### src/rtl/uart_tx_frame_gen.sv
// Asynchronous UART transmitter: start bit, 5..DATA_W data bits LSB first,
// optional parity, 1 or 2 stop bits, plus a level-driven break generator.
module uart_tx_frame_gen #(
    parameter int DATA_W = 9,
    parameter int LEN_W  = 4
) (
    input  logic              clk,
    input  logic              aresetn,
    input  logic              baud_tick,
    input  logic [DATA_W-1:0] tx_data,
    input  logic              tx_valid,
    output logic              tx_ready,
    input  logic [LEN_W-1:0]  data_len,
    input  logic [2:0]        parity_mode,
    input  logic              stop2,
    input  logic              send_break,
    output logic              tx,
    output logic              tx_busy,
    output logic              tx_done
);

    localparam logic [LEN_W-1:0] MIN_LEN = LEN_W'(5);
    localparam logic [LEN_W-1:0] MAX_LEN = LEN_W'(DATA_W);

    typedef enum logic [2:0] {
        ST_IDLE,
        ST_LOAD,
        ST_START,
        ST_DATA,
        ST_PARITY,
        ST_STOP,
        ST_BREAK
    } state_t;

    state_t             state, state_n;
    logic               tx_r, tx_n;
    logic [DATA_W-1:0]  data_r, data_n;
    logic [LEN_W-1:0]   len_r, len_n;
    logic [2:0]         par_r, par_n;
    logic               stop2_r, stop2_n;
    logic [LEN_W-1:0]   bit_cnt, bit_cnt_n;
    logic [1:0]         stop_left, stop_left_n;
    logic               done_en, done_en_n;
    logic               done_r, done_n;
    logic               accept;

    function automatic logic [LEN_W-1:0] clamp_len(input logic [LEN_W-1:0] len);
        if (len < MIN_LEN)
            return MIN_LEN;
        else if (len > MAX_LEN)
            return MAX_LEN;
        else
            return len;
    endfunction

    // Zero the unused upper bits so parity can simply XOR the whole word.
    function automatic logic [DATA_W-1:0] mask_data(input logic [DATA_W-1:0] d,
                                                    input logic [LEN_W-1:0]  len);
        logic [DATA_W-1:0] m;
        m = '0;
        for (int i = 0; i < DATA_W; i++) begin
            if (LEN_W'(i) < len)
                m[i] = d[i];
        end
        return m;
    endfunction

    function automatic logic parity_on(input logic [2:0] mode);
        return (mode >= 3'd1) && (mode <= 3'd4);
    endfunction

    function automatic logic parity_bit(input logic [DATA_W-1:0] d,
                                        input logic [2:0]        mode);
        case (mode)
            3'b001:  return ~(^d);
            3'b010:  return ^d;
            3'b011:  return 1'b1;
            default: return 1'b0;
        endcase
    endfunction

    assign tx_ready = (state == ST_IDLE) && !send_break;
    assign accept   = tx_valid && tx_ready;
    assign tx       = tx_r;
    assign tx_busy  = (state != ST_IDLE);
    assign tx_done  = done_r;

    always_ff @(posedge clk or negedge aresetn) begin
        if (!aresetn) begin
            state     <= ST_IDLE;
            tx_r      <= 1'b1;
            data_r    <= '0;
            len_r     <= '0;
            par_r     <= '0;
            stop2_r   <= 1'b0;
            bit_cnt   <= '0;
            stop_left <= '0;
            done_en   <= 1'b0;
            done_r    <= 1'b0;
        end else begin
            state     <= state_n;
            tx_r      <= tx_n;
            data_r    <= data_n;
            len_r     <= len_n;
            par_r     <= par_n;
            stop2_r   <= stop2_n;
            bit_cnt   <= bit_cnt_n;
            stop_left <= stop_left_n;
            done_en   <= done_en_n;
            done_r    <= done_n;
        end
    end

    always_comb begin
        state_n     = state;
        tx_n        = tx_r;
        data_n      = data_r;
        len_n       = len_r;
        par_n       = par_r;
        stop2_n     = stop2_r;
        bit_cnt_n   = bit_cnt;
        stop_left_n = stop_left;
        done_en_n   = done_en;
        done_n      = 1'b0;

        case (state)
            ST_IDLE: begin
                // Break has priority; tx_ready is already low when it is requested.
                if (send_break) begin
                    tx_n    = 1'b0;
                    state_n = ST_BREAK;
                end else if (accept) begin
                    len_n     = clamp_len(data_len);
                    data_n    = mask_data(tx_data, clamp_len(data_len));
                    par_n     = parity_mode;
                    stop2_n   = stop2;
                    done_en_n = 1'b1;
                    state_n   = ST_LOAD;
                end
            end
            ST_LOAD: begin
                if (baud_tick) begin
                    tx_n    = 1'b0;
                    state_n = ST_START;
                end
            end
            ST_START: begin
                if (baud_tick) begin
                    tx_n      = data_r[0];
                    bit_cnt_n = LEN_W'(1);
                    state_n   = ST_DATA;
                end
            end
            ST_DATA: begin
                if (baud_tick) begin
                    if (bit_cnt == len_r) begin
                        if (parity_on(par_r)) begin
                            tx_n    = parity_bit(data_r, par_r);
                            state_n = ST_PARITY;
                        end else begin
                            tx_n        = 1'b1;
                            stop_left_n = stop2_r ? 2'd2 : 2'd1;
                            state_n     = ST_STOP;
                        end
                    end else begin
                        tx_n      = data_r[bit_cnt];
                        bit_cnt_n = bit_cnt + 1'b1;
                    end
                end
            end
            ST_PARITY: begin
                if (baud_tick) begin
                    tx_n        = 1'b1;
                    stop_left_n = stop2_r ? 2'd2 : 2'd1;
                    state_n     = ST_STOP;
                end
            end
            ST_STOP: begin
                if (baud_tick) begin
                    if (stop_left == 2'd1) begin
                        done_n  = done_en;
                        state_n = ST_IDLE;
                    end else begin
                        stop_left_n = stop_left - 1'b1;
                    end
                end
            end
            ST_BREAK: begin
                // Two mark bit times follow a break, without a done pulse.
                if (!send_break) begin
                    tx_n        = 1'b1;
                    stop_left_n = 2'd2;
                    done_en_n   = 1'b0;
                    state_n     = ST_STOP;
                end
            end
            default: begin
                tx_n    = 1'b1;
                state_n = ST_IDLE;
            end
        endcase
    end

endmodule

### config.mk
export PLATFORM = sky130hd
export DESIGN_NAME = uart_tx_frame_gen
export DESIGN_NICKNAME = d
export VERILOG_FILES = /design/src/rtl/uart_tx_frame_gen.sv
export SDC_FILE = /design/constraint.sdc
export NUM_CORES = 1
export LEC_CHECK = 0
export BUFFER_PORTS_ARGS = -buffer_cell sky130_fd_sc_hd__buf_4
export CORE_MARGIN = 5
export CORE_UTILIZATION = 44
export DETAILED_ROUTE_END_ITERATION = 6
export GPL_ROUTABILITY_DRIVEN = 0
export GPL_TIMING_DRIVEN = 0
export PLACE_DENSITY = 0.73
export SYNTH_ARGS = -nofsm -noshare
export SYNTH_HDL_FRONTEND = slang
export SYNTH_SLANG_ARGS = --single-unit
export TNS_END_PERCENT = 1
### constraint.sdc
create_clock -name clk -period 5.2 [get_ports clk]
set_input_delay 0.52 -clock clk [delete_from_list [all_inputs] [get_ports clk]]
set_output_delay 0.52 -clock clk [all_outputs]
set_load 0.01 [all_outputs]
==> results by group <==
Cells and area
  – Area Growth Syn to Fin: 20.0%
  – Antenna cells: 0
  – Final core utilization: 53.7%
  – Area of the multi-input gates: 963 um^2
  – Final nets: 237
  – Fillers: 370
  – Finished Layout Cells: 264
  – Ratio of cells with drive above 1 in the final layout: 21.5%
  – Register Area: around 730 um^2

Yosys
  – Syn_area_per_cell: 9.71 um^2
  – Top-count cell post-synth: dfrtp_1
  – Asr flop ratio synth: 100%
  – Number of flops mapped to enable cells by yosys: 0
  – Syn Std Cell Area: 0.00178 mm^2
  – Sequential fraction of the synthesis area: 40.9%
  – Syn_nets: 207
  – Post-synth cell types: 45
  – Area share of the largest cell type after synthesis: 39.4%
  – Main synth FF type: dfrtp_1
  – Top post-synthesis cells by area: dfrtp_1, mux2_1, xnor2_1, nand2_1, a21oi_1
  – Cells after synthesis: 183
  – Area leader, netlist: dfrtp_1
  – Top post-synthesis cells by count: dfrtp_1, nand2_1, nor2_1
  – Post-synthesis sequential element count: 29
  – Yosys warning count: 0

Setup path
  – Crit-path cells: clkbuf_1 -> nor4_2 -> buf_4
  – Crit end category: primary output
  – Crit path DAT: 1.38 ns
  – Startpoint types: register
  – Beginning of the critical path: state[0]
  – Crit-path max cell delay: roughly 0.36 ns
  – Reg2Reg Capture Point: par_r[0]
  – Critical-path top delay cell: dfrtp_1
  – Setup CP Type: register to primary output
  – Crit path required time: 4.68 ns
  – Crit Path Max Fanout: 7
  – Reg2Reg Setup Slack: 3.31 ns
  – Worst R2R Start: state[0]
  – Reg2Reg Depth: 5
  – CP endpoint: tx_ready

Timing
  – Final hold vios: 0
  – Worst slew margin: between 60% and 70%
  – Min cycle time layout: approximately 1.9 ns
  – Setup violators final: 0
  – Slew Limit Fails: 0
  – Final hold slack: 0.141 ns
  – RSZ-0062 raised after global routing: false
  – Setup tns final: 0 ns
  – Slew of the pin with the lowest slew margin: 0.473 ns
  – Final Skew: approximately 0.005 ns
  – FMAX: 526 MHz
  – Period utilization: 36.5%

CTS
  – TritonCTS buffer count: 5
  – CTS tree: yes
  – Clock Path Buffers: 2
  – Clock sink count: 29
  – CTS HTree Levels: 2
  – Buffers inserted during post-CTS setup optimization: 0
  – Worst-path clk slew: 0.07 ns
  – Worst-skew pair later-pin latency: 0.28 ns
  – Cts hold-fix bufs: 0
  – Cts repair resizes: 0
  – Clock Tree Root: clkbuf_8

Floorplanning
  – Initial core utilization: 44.7%
  – Die Area: 0.00541 mm^2
  – Die width: 73.5 um
  – Die span in y: roughly 74 um
  – IO Pins: 26
  – # rows: 23
  – Core area: 0.00397 mm^2

Power and ir drop
  – Max VDD drop: between 0.2 and 0.3 mV
  – Leakage: 0.930 nW
  – PwrDens: 633 mW/mm^2

Detailed routing
  – Routed vias: 1451
  – Initial drt markers: 121
  – TritonRoute pass-1 iters: 4
  – Routed Antenna Nets: 0
  – WL/cell: 13.9 um
  – Vias per cell: approximately 5.5
  – WL final: 3680 um
  – DRC errors left: 0

Global route
  – Via count of the first global-routing pass: approximately 1400
  – First-pass GRT wire length: between 6000 and 7000 um
  – Largest net degree at the start of global routing: 30
  – GRT Overall Usage: 15.9%
  – GRT Residual Overflow: 0
  – Initial antenna violation count: 0

Worst hold path
  – Hold Crit Class: input pin to asynchronous set/reset pin

Place
  – # placed instances: roughly 260
  – Post-DP HPWL: about 2800 um
  – I/O Buffers: 23

Status
  – Status: finished clean

Run
  – Maxcap violations: 0
-- critical path, delay by kind of cell (launching register included) --
kind | cells | cell delay (ns)
buffers and inverters | 2 | 0.38
flip-flops | 1 | 0.36
AND/OR/NAND/NOR | 1 | 0.36
-- flip-flops by register name (all words and copies together), names as in the netlist --
name,flops
done_en,1
par_r,3
state,3
len_r,4
tx,1
stop2_r,1
stop_left,2
bit_cnt,4
data_r,9
tx_done,1
-- metal layers --
layer | global-route usage [%] | vias up | wire (um)
li1 | - | 725 | -
met1 | 20.3 | 689 | 1690
met2 | 25.6 | 31 | 1770
met3 | 4.38 | 6 | 167
met4 | 6.04 | 0 | 61
met5 | 0 | - | 0
-- per-stage QoR --
step	power (mW)	area (um^2)	setup slack, ns
floorplan	0.959	1780	3.38
detailed placement	1.11	2010	3.23
finish	1.35	2130	3.30
global placement	1.09	2010	3.21
global route	1.47	2130	3.15
CTS	1.36	2130	3.30
-- layout make-up --
| cell class | instances | area share (%) |
|---|---|---|
| plain buffers | 10 | 2.64 |
| well taps | 50 | 2.93 |
| clock inverters | 2 | 1.76 |
| clock buffers | 6 | 3.87 |
| flip-flops and latches | 29 | 34.1 |
| multi-input cells | 136 | 45.2 |
| inverters | 8 | 1.41 |
| repair buffers | 23 | 8.10 |
-- cells by family (layout without fill, tap and decap cells) --
logic type | after synthesis | in the layout | share of synthesized area, %
adder cells (fa/ha/maj) | 2 | 2 | 1.41
XOR/XNOR | 12 | 12 | 6.69
multiplexers | 17 | 17 | 12.3
AND/OR/NAND/NOR | 53 | 53 | 14.3
buffers and inverters | 18 | 49 | 4.86
AO/OA/AOI/OAI | 52 | 52 | 19.5
flip-flops | 29 | 29 | 40.9
-- cell usage in the layout (no fill, tap or decap), types with 4 or more instances in the layout --
master     n
a21oi_1   12
clkbuf_8   6
dfrtp_1   28
nand2b_1   5
buf_4     25
clkbuf_1   4
o21ai_1    9
o21ai_0    6
inv_1      5
nand2_1   18
nor2_1    13
xnor2_1   10
nand3_1    7
a31oi_1    5
mux2_1    12
-- how the worst min path moves through the flow --
stage / from / end / slack [ns] / cells after the start
6_report: aresetn / data_r[7] / 0.14 / 1
5_1_grt: aresetn / data_r[7] / 0.16 / 1
4_1_cts: aresetn / data_r[7] / 0.15 / 1
3_5_place_dp: aresetn / data_r[7] / 0.46 / 1
3_3_place_gp: aresetn / data_r[7] / 0.46 / 1
2_1_floorplan: aresetn / bit_cnt[0] / 0.22 / 0
-- power by group --
part,switching (mW),internal (mW)
Clock,0.0888,0.156
Sequential,0.100,0.331
Combinational,0.330,0.344
Total,0.519,0.831
Note: power is estimated with default switching activity, not from simulation.
